**config.mk**
```make
export PLATFORM = sky130hd
export DESIGN_NAME = program_sequencer_flat
export DESIGN_NICKNAME = d
export VERILOG_FILES = /design/src/rtl/program_sequencer_if.sv /design/src/rtl/program_sequencer.sv /design/src/flat_wrapper.sv
export SDC_FILE = /design/constraint.sdc
export NUM_CORES = 1
export LEC_CHECK = 0
export ABC_AREA = 1
export BUFFER_PORTS_ARGS = -buffer_cell sky130_fd_sc_hd__buf_2
export CELL_PAD_IN_SITES_DETAIL_PLACEMENT = 1
export CELL_PAD_IN_SITES_GLOBAL_PLACEMENT = 2
export CORE_UTILIZATION = 43
export CTS_BUF_LIST = sky130_fd_sc_hd__clkbuf_4
export DETAILED_ROUTE_END_ITERATION = 8
export PLACE_DENSITY_LB_ADDON = 0.1
export RECOVER_POWER = 50
export SLEW_MARGIN = 20
export SYNTH_ARGS = -nofsm -noshare
export SYNTH_HDL_FRONTEND = slang
export SYNTH_SLANG_ARGS = --single-unit
```
**constraint.sdc**
```tcl
create_clock -name clk -period 5.5 [get_ports clk]
set_input_delay 0.275 -clock clk [delete_from_list [all_inputs] [get_ports clk]]
set_output_delay 0.275 -clock clk [all_outputs]
set_load 0.1 [all_outputs]
```
**src/rtl/program_sequencer_if.sv**
```systemverilog
// Bus between the program sequencer and its host/datapath side: program load
// port, run control, operand/result exchange with the ALU and the debug read.
interface program_sequencer_if #(
    parameter int PROG_DEPTH = 16
);
    localparam int AW = $clog2(PROG_DEPTH);

    // Program load and run control
    logic          prog_we;
    logic [AW-1:0] prog_addr;
    logic [17:0]   prog_wdata;
    logic          start;

    // Datapath exchange
    logic [7:0]    a;
    logic [7:0]    b;
    logic [2:0]    opcode;
    logic [7:0]    result_in;
    logic          carry_in;

    // Status and debug
    logic          busy;
    logic          done;
    logic          carry_flag;
    logic [AW-1:0] pc;
    logic [1:0]    dbg_sel;
    logic [7:0]    dbg_data;

    // Host/datapath side
    modport master (
        output prog_we, prog_addr, prog_wdata, start, result_in, carry_in, dbg_sel,
        input  a, b, opcode, busy, done, carry_flag, pc, dbg_data
    );

    // Sequencer side
    modport slave (
        input  prog_we, prog_addr, prog_wdata, start, result_in, carry_in, dbg_sel,
        output a, b, opcode, busy, done, carry_flag, pc, dbg_data
    );
endinterface

```
**src/rtl/program_sequencer.sv**
```systemverilog
// Stored-program sequencer for the 8-bit ALU datapath. Fetches 18-bit
// instructions from a host-loaded program RAM, presents operands from a 4x8
// register file to the datapath and writes the result/carry back.
// Instruction: [17] halt, [16] imm_sel, [15:13] opcode, [12:11] rd,
//              [10:9] ra, [8] reserved, [7:0] imm (imm[1:0] = rb when imm_sel=0).
// PROG_DEPTH must match the PROG_DEPTH of the connected interface.
module program_sequencer #(
    parameter int PROG_DEPTH = 16,
    parameter int RESULT_LAT = 0
) (
    input logic                 clk,
    input logic                 rst,
    program_sequencer_if.slave  bus
);
    localparam int AW = $clog2(PROG_DEPTH);

    typedef enum logic [2:0] {
        s_idle,
        s_fetch,
        s_decode,
        s_exec,
        s_wait,
        s_wb,
        s_halt
    } state_t;

    state_t        state;
    state_t        state_nx;

    logic [17:0]   prog_ram [PROG_DEPTH];
    logic [17:0]   instr;
    logic [AW-1:0] pc_q;
    logic [7:0]    regs [4];
    logic [7:0]    a_q;
    logic [7:0]    b_q;
    logic [2:0]    opcode_q;
    logic          carry_q;

    // Decoded fields of the current instruction
    logic          instr_halt;
    logic          instr_imm_sel;
    logic [2:0]    instr_op;
    logic [1:0]    instr_rd;
    logic [1:0]    instr_ra;
    logic [1:0]    instr_rb;
    logic [7:0]    instr_imm;
    logic          unused_reserved;

    assign instr_halt      = instr[17];
    assign instr_imm_sel   = instr[16];
    assign instr_op        = instr[15:13];
    assign instr_rd        = instr[12:11];
    assign instr_ra        = instr[10:9];
    assign unused_reserved = instr[8];
    assign instr_imm       = instr[7:0];
    assign instr_rb        = instr[1:0];

    // Host may load the RAM and start a run only while nothing is executing
    logic loadable;
    assign loadable = (state == s_idle) || (state == s_halt);

    // State register
    always_ff @(posedge clk or posedge rst) begin
        if (rst) state <= s_idle;
        else     state <= state_nx;
    end

    // Next-state logic: fetch, decode, execute, optional wait, writeback
    always_comb begin
        // NOTE: default assigned first so every path drives state_nx; a missing branch would infer a latch.
        state_nx = state;
        case (state)
            s_idle, s_halt: if (bus.start) state_nx = s_fetch;
            s_fetch:        state_nx = s_decode;
            s_decode:       state_nx = instr_halt ? s_halt : s_exec;
            s_exec:         state_nx = (RESULT_LAT != 0) ? s_wait : s_wb;
            s_wait:         state_nx = s_wb;
            s_wb:           state_nx = s_fetch;
            default:        state_nx = s_idle;
        endcase
    end

    // Program RAM write port
    // NOTE: the RAM deliberately has no reset; its contents survive rst and it can map to plain memory.
    always_ff @(posedge clk) begin
        if (bus.prog_we && loadable) prog_ram[bus.prog_addr] <= bus.prog_wdata;
    end

    // Instruction register, program counter, operand and carry registers
    always_ff @(posedge clk or posedge rst) begin
        if (rst) begin
            instr    <= '0;
            pc_q     <= '0;
            a_q      <= '0;
            b_q      <= '0;
            opcode_q <= '0;
            carry_q  <= 1'b0;
        end else begin
            // NOTE: non-blocking updates, so decode reads the register file as it stood before this edge.
            case (state)
                s_idle, s_halt: if (bus.start) pc_q <= '0;
                s_fetch:        instr <= prog_ram[pc_q];
                s_decode: begin
                    if (!instr_halt) begin
                        a_q      <= regs[instr_ra];
                        b_q      <= instr_imm_sel ? instr_imm : regs[instr_rb];
                        opcode_q <= instr_op;
                    end
                end
                s_wb: begin
                    carry_q <= bus.carry_in;
                    pc_q    <= pc_q + AW'(1);
                end
                default: ;
            endcase
        end
    end

    // Register file writeback of the datapath result
    always_ff @(posedge clk or posedge rst) begin
        if (rst) begin
            for (int i = 0; i < 4; i++) regs[i] <= '0;
        end else if (state == s_wb) begin
            regs[instr_rd] <= bus.result_in;
        end
    end

    assign bus.a          = a_q;
    assign bus.b          = b_q;
    assign bus.opcode     = opcode_q;
    assign bus.carry_flag = carry_q;
    assign bus.pc         = pc_q;
    assign bus.busy       = !loadable;
    assign bus.done       = (state == s_halt);
    assign bus.dbg_data   = regs[bus.dbg_sel];
endmodule

```
**src/flat_wrapper.sv**
```systemverilog
// flat-port wrapper written by rule: the top's interface ports become plain ports
module program_sequencer_flat 
#(
    parameter int PROG_DEPTH = 16,
    parameter int RESULT_LAT = 0
)
  (clk, rst, bus_prog_we, bus_prog_addr, bus_prog_wdata, bus_start, bus_result_in, bus_carry_in, bus_dbg_sel, bus_a, bus_b, bus_opcode, bus_busy, bus_done, bus_carry_flag, bus_pc, bus_dbg_data);
  program_sequencer_if #(.PROG_DEPTH(PROG_DEPTH)) bus_i ();
  input logic clk;
  input logic rst;
  input wire logic [$bits(bus_i.prog_we)-1:0] bus_prog_we;
  input wire logic [$bits(bus_i.prog_addr)-1:0] bus_prog_addr;
  input wire logic [$bits(bus_i.prog_wdata)-1:0] bus_prog_wdata;
  input wire logic [$bits(bus_i.start)-1:0] bus_start;
  input wire logic [$bits(bus_i.result_in)-1:0] bus_result_in;
  input wire logic [$bits(bus_i.carry_in)-1:0] bus_carry_in;
  input wire logic [$bits(bus_i.dbg_sel)-1:0] bus_dbg_sel;
  output wire logic [$bits(bus_i.a)-1:0] bus_a;
  output wire logic [$bits(bus_i.b)-1:0] bus_b;
  output wire logic [$bits(bus_i.opcode)-1:0] bus_opcode;
  output wire logic [$bits(bus_i.busy)-1:0] bus_busy;
  output wire logic [$bits(bus_i.done)-1:0] bus_done;
  output wire logic [$bits(bus_i.carry_flag)-1:0] bus_carry_flag;
  output wire logic [$bits(bus_i.pc)-1:0] bus_pc;
  output wire logic [$bits(bus_i.dbg_data)-1:0] bus_dbg_data;
  assign bus_i.prog_we = bus_prog_we;
  assign bus_i.prog_addr = bus_prog_addr;
  assign bus_i.prog_wdata = bus_prog_wdata;
  assign bus_i.start = bus_start;
  assign bus_i.result_in = bus_result_in;
  assign bus_i.carry_in = bus_carry_in;
  assign bus_i.dbg_sel = bus_dbg_sel;
  assign bus_a = bus_i.a;
  assign bus_b = bus_i.b;
  assign bus_opcode = bus_i.opcode;
  assign bus_busy = bus_i.busy;
  assign bus_done = bus_i.done;
  assign bus_carry_flag = bus_i.carry_flag;
  assign bus_pc = bus_i.pc;
  assign bus_dbg_data = bus_i.dbg_data;
  program_sequencer #(.PROG_DEPTH(PROG_DEPTH), .RESULT_LAT(RESULT_LAT)) u_core (.clk(clk), .rst(rst), .bus(bus_i));
endmodule
```
==> out/qor.yml <==
outcome:
  status: "finished with violations"
  failed_checks: "max-capacitance violations, max-slew violations"
power:
  p_total_mw: 8.909
  power_switching_mw: 3.830
  p_seq_share_pct: 38.4
  power.share.switching_pct: 42.99
  power_frac_clock_pct: 24.8
  p_int_mw: 5.078
  p_leak_nw: 7.640
  max-vdd-ir-drop_uv: 363.0
  p_per_area_nw_per_um2: 507.5
  p_comb_share_pct: 36.7
hold_path:
  hold_class: "in2reg"
  hold_path_depth: 3
floorplan:
  start_util_pct: 43.54
  die_h_um: 191.6
  row_count: 69
  ios: 71
  core_area_um2: 35480
  fp.dieArea_um2: 36690
  die_x_um: 191.6
drt:
  vias: 11360
  drt-pass1-iter-count: 5
  drt_iter0_drc: 715
  drc: 0
  totalWireLength_mm: 44.40
  vias_per_cell: 5.084
  wl_per_cell_um: 19.87
  ant_nets: 0
critical_path:
  required_ns: 6.00
  worstPathArrival_ns: 3.26
  crit_path_cell_trace: "nor2_4, nand2_4, nor3_1, o21ai_0"
  worst-r2r-cell-count: 4
  cp_slowest_cell: "nor3_1"
  cp_max_fo: 16
  path_depth: 4
  start_kind: "flip-flop"
  max_stage_delay_ns: 1.55
  endpoint_kind: "flip-flop"
  crit_family: "simple AND/OR/NAND/NOR gates"
  cp_num_buf_inv: 0
  worstSetupPathType: "reg2reg"
cts:
  clk_pin_slew_ns: 0.07
  cts_tree: "yes"
  holdBufCountCts: 28
  worstSkewPairLatency_ns: 0.77
  clockBufferDepth: 3
  cts_resized: 0
  cts_root_buf: "clkbuf_4"
  postCtsSetupBuffers: 0
  htreeDepth: 3
  cts_buffers: 93
  cts_num_sinks: 348
synth:
  synth_area_per_cell_um2: 9.841
  ys_async_sr_fraction_pct: 21.84
  synthesis.nets: 1608
  synthesis.instances: 1570
  yosys_most_used_dff: "edfxtp_1"
  seq_area_frac_synth_pct: 65.18
  synth_top_area_share_pct: 52.87
  synth_edf_count: 272
  syn-cell-area_um2: 15450
  ys_top_cells_by_count: "nand2_1 (517), edfxtp_1 (272), inv_1 (211)"
  netlist_top_cells_area: "edfxtp_1 (53%), nand2_1 (13%), dfrtp_1 (12%)"
  synth_most_common_cell: "nand2_1"
  synth.distinct_cells: 36
  synth-seq-cells: 348
  yosysWarnings: 0
  yosys.area.top_type: "edfxtp_1"
grt:
  antenna_found_initial: 3
  grt_max_degree: 152
  grt_pass1_vias: 11790
  grt_pass1_wl_mm: 67.98
  track_usage_pct: 25.17
  gr-total-overflow: 0
cells_and_area:
  nets: 1747
  syn2layout_area_growth_pct: 13.61
  fillCellCount: 4046
  layout-drive-gt1-share_pct: 14.22
  utilization_pct: 49.47
timing:
  hold_viol: 0
  setup_slack_ns: 2.749
  fin_crit_ns: 2.751
  period_share_pct: 50.02
  tns_ns: 0
  hold_ws_ns: 0.1005
  slew_headroom_pct: -37.33
  tightestPinTransition_ns: 2.044
  slew_violations: 17
  finalSetupViolations: 0
  rsz0062_at_grt: "false"
  fin_worst_skew_ns: 0.05835
  fmax_mhz: 363.5
placed_design:
  hpwl_mm: 25.63
  gp_congestion: 0.7727
  pre_cts_ws_ns: 2.814
  port_buffers: 69
job:
  maxCapViolCount: 1
area by class of cell:
cell class / count / area [um^2] / area share (%)
clock buffers: 126 / 945.9 / 5.389
repair buffers: 121 / 808.3 / 4.605
flip-flops and latches: 348 / 10070 / 57.40
inverters: 220 / 833.3 / 4.747
clock inverters: 32 / 186.4 / 1.062
well taps: 461 / 576.8 / 3.286
multi-input cells: 925 / 4123 / 23.49
diodes: 2 / 5.005 / 0.02851
power groups by stage:
stage / Clock [mW] / Combinational (mW) / Sequential, mW
floorplan: 0 / 2.01 / 3.94
global placement: 0 / 3.23 / 3.47
detailed placement: 0 / 3.30 / 3.48
CTS: 2.29 / 3.33 / 3.42
global route: 2.41 / 3.61 / 3.47
finish: 2.21 / 3.27 / 3.42
cell families (layout without fill, tap and decap cells):
family	count (synthesis)	count (layout)	share of synthesized area, %
buffers and inverters	297	499	8.374
DFF	348	348	65.18
and+or+nand+nor	774	774	20.98
xor gates and xnor gates	1	1	0.05670
AOI/OAI and AO/OA	149	149	5.329
other	0	2	0
adders and majority gates	1	1	0.08097
per-stage QoR:
| stage | cells | cell area [um^2] |
|---|---|---|
| floorplan | 1570 | 15450 |
| global placement | 2047 | 16170 |
| detailed placement | 2047 | 16170 |
| CTS | 2233 | 17580 |
| global route | 2235 | 17550 |
| finish | 2235 | 17550 |
flip-flops by register name, summed over array words and instances (netlist names):
signal                 cells
u_core.regs               32
u_core.prog_ram          272
u_core.state               3
u_core.bus.a               8
u_core.bus.carry_flag      1
u_core.bus.pc              4
u_core.bus.opcode          3
u_core.bus.b               8
u_core.instr              17
layout by cell type (no fill, tap or decap), drive strengths merged, types with 3 or more instances in the layout:
cell type and count:
dlygate4sd3 28, buf 74, nor2 49, edfxtp 272
o211ai 8, or2 12, nand2 519, dfrtp 76
clkbuf 145, clkinvlp 3, a31oi 9, nor3 3
clkinv 30, inv 217, o21ai 63, nand3 191
a21oi 64
worst paths after layout:
kind                                                   start                                to  slack, ns
worst max-delay path             u_core.state[1]$_DFFE_PP0P_        u_core.regs[7]$_DFFE_PP0P_       2.75
worst min-delay path                        bus_prog_addr[2]  u_core.prog_ram[5][10]$_DFFE_PP_       0.10
worst max register to register   u_core.state[1]$_DFFE_PP0P_        u_core.regs[7]$_DFFE_PP0P_       2.75
worst min register to register  u_core.instr[13]$_DFFE_PP0N_  u_core.bus.opcode[0]$_DFFE_PP0P_       0.47
max in group asynchronous                                rst      u_core.bus.pc[0]$_DFFE_PP0P_       4.62
min in group asynchronous                                rst  u_core.bus.opcode[2]$_DFFE_PP0P_       0.28
metal layers:
layer	track usage [%]	vias to the layer above	part of all wire, %
li1	-	5456	-
met1	33.46	5592	46
met2	41.37	241	48
met3	4.681	72	4.0
met4	8.425	2	2.3
met5	0	-	0.025
tightest hold or removal path, stage by stage:
cell     delay, ns
buf_2         0.11
nand2_1       0.17
nor2_2        0.12
Note: power is estimated with default switching activity, not from simulation.
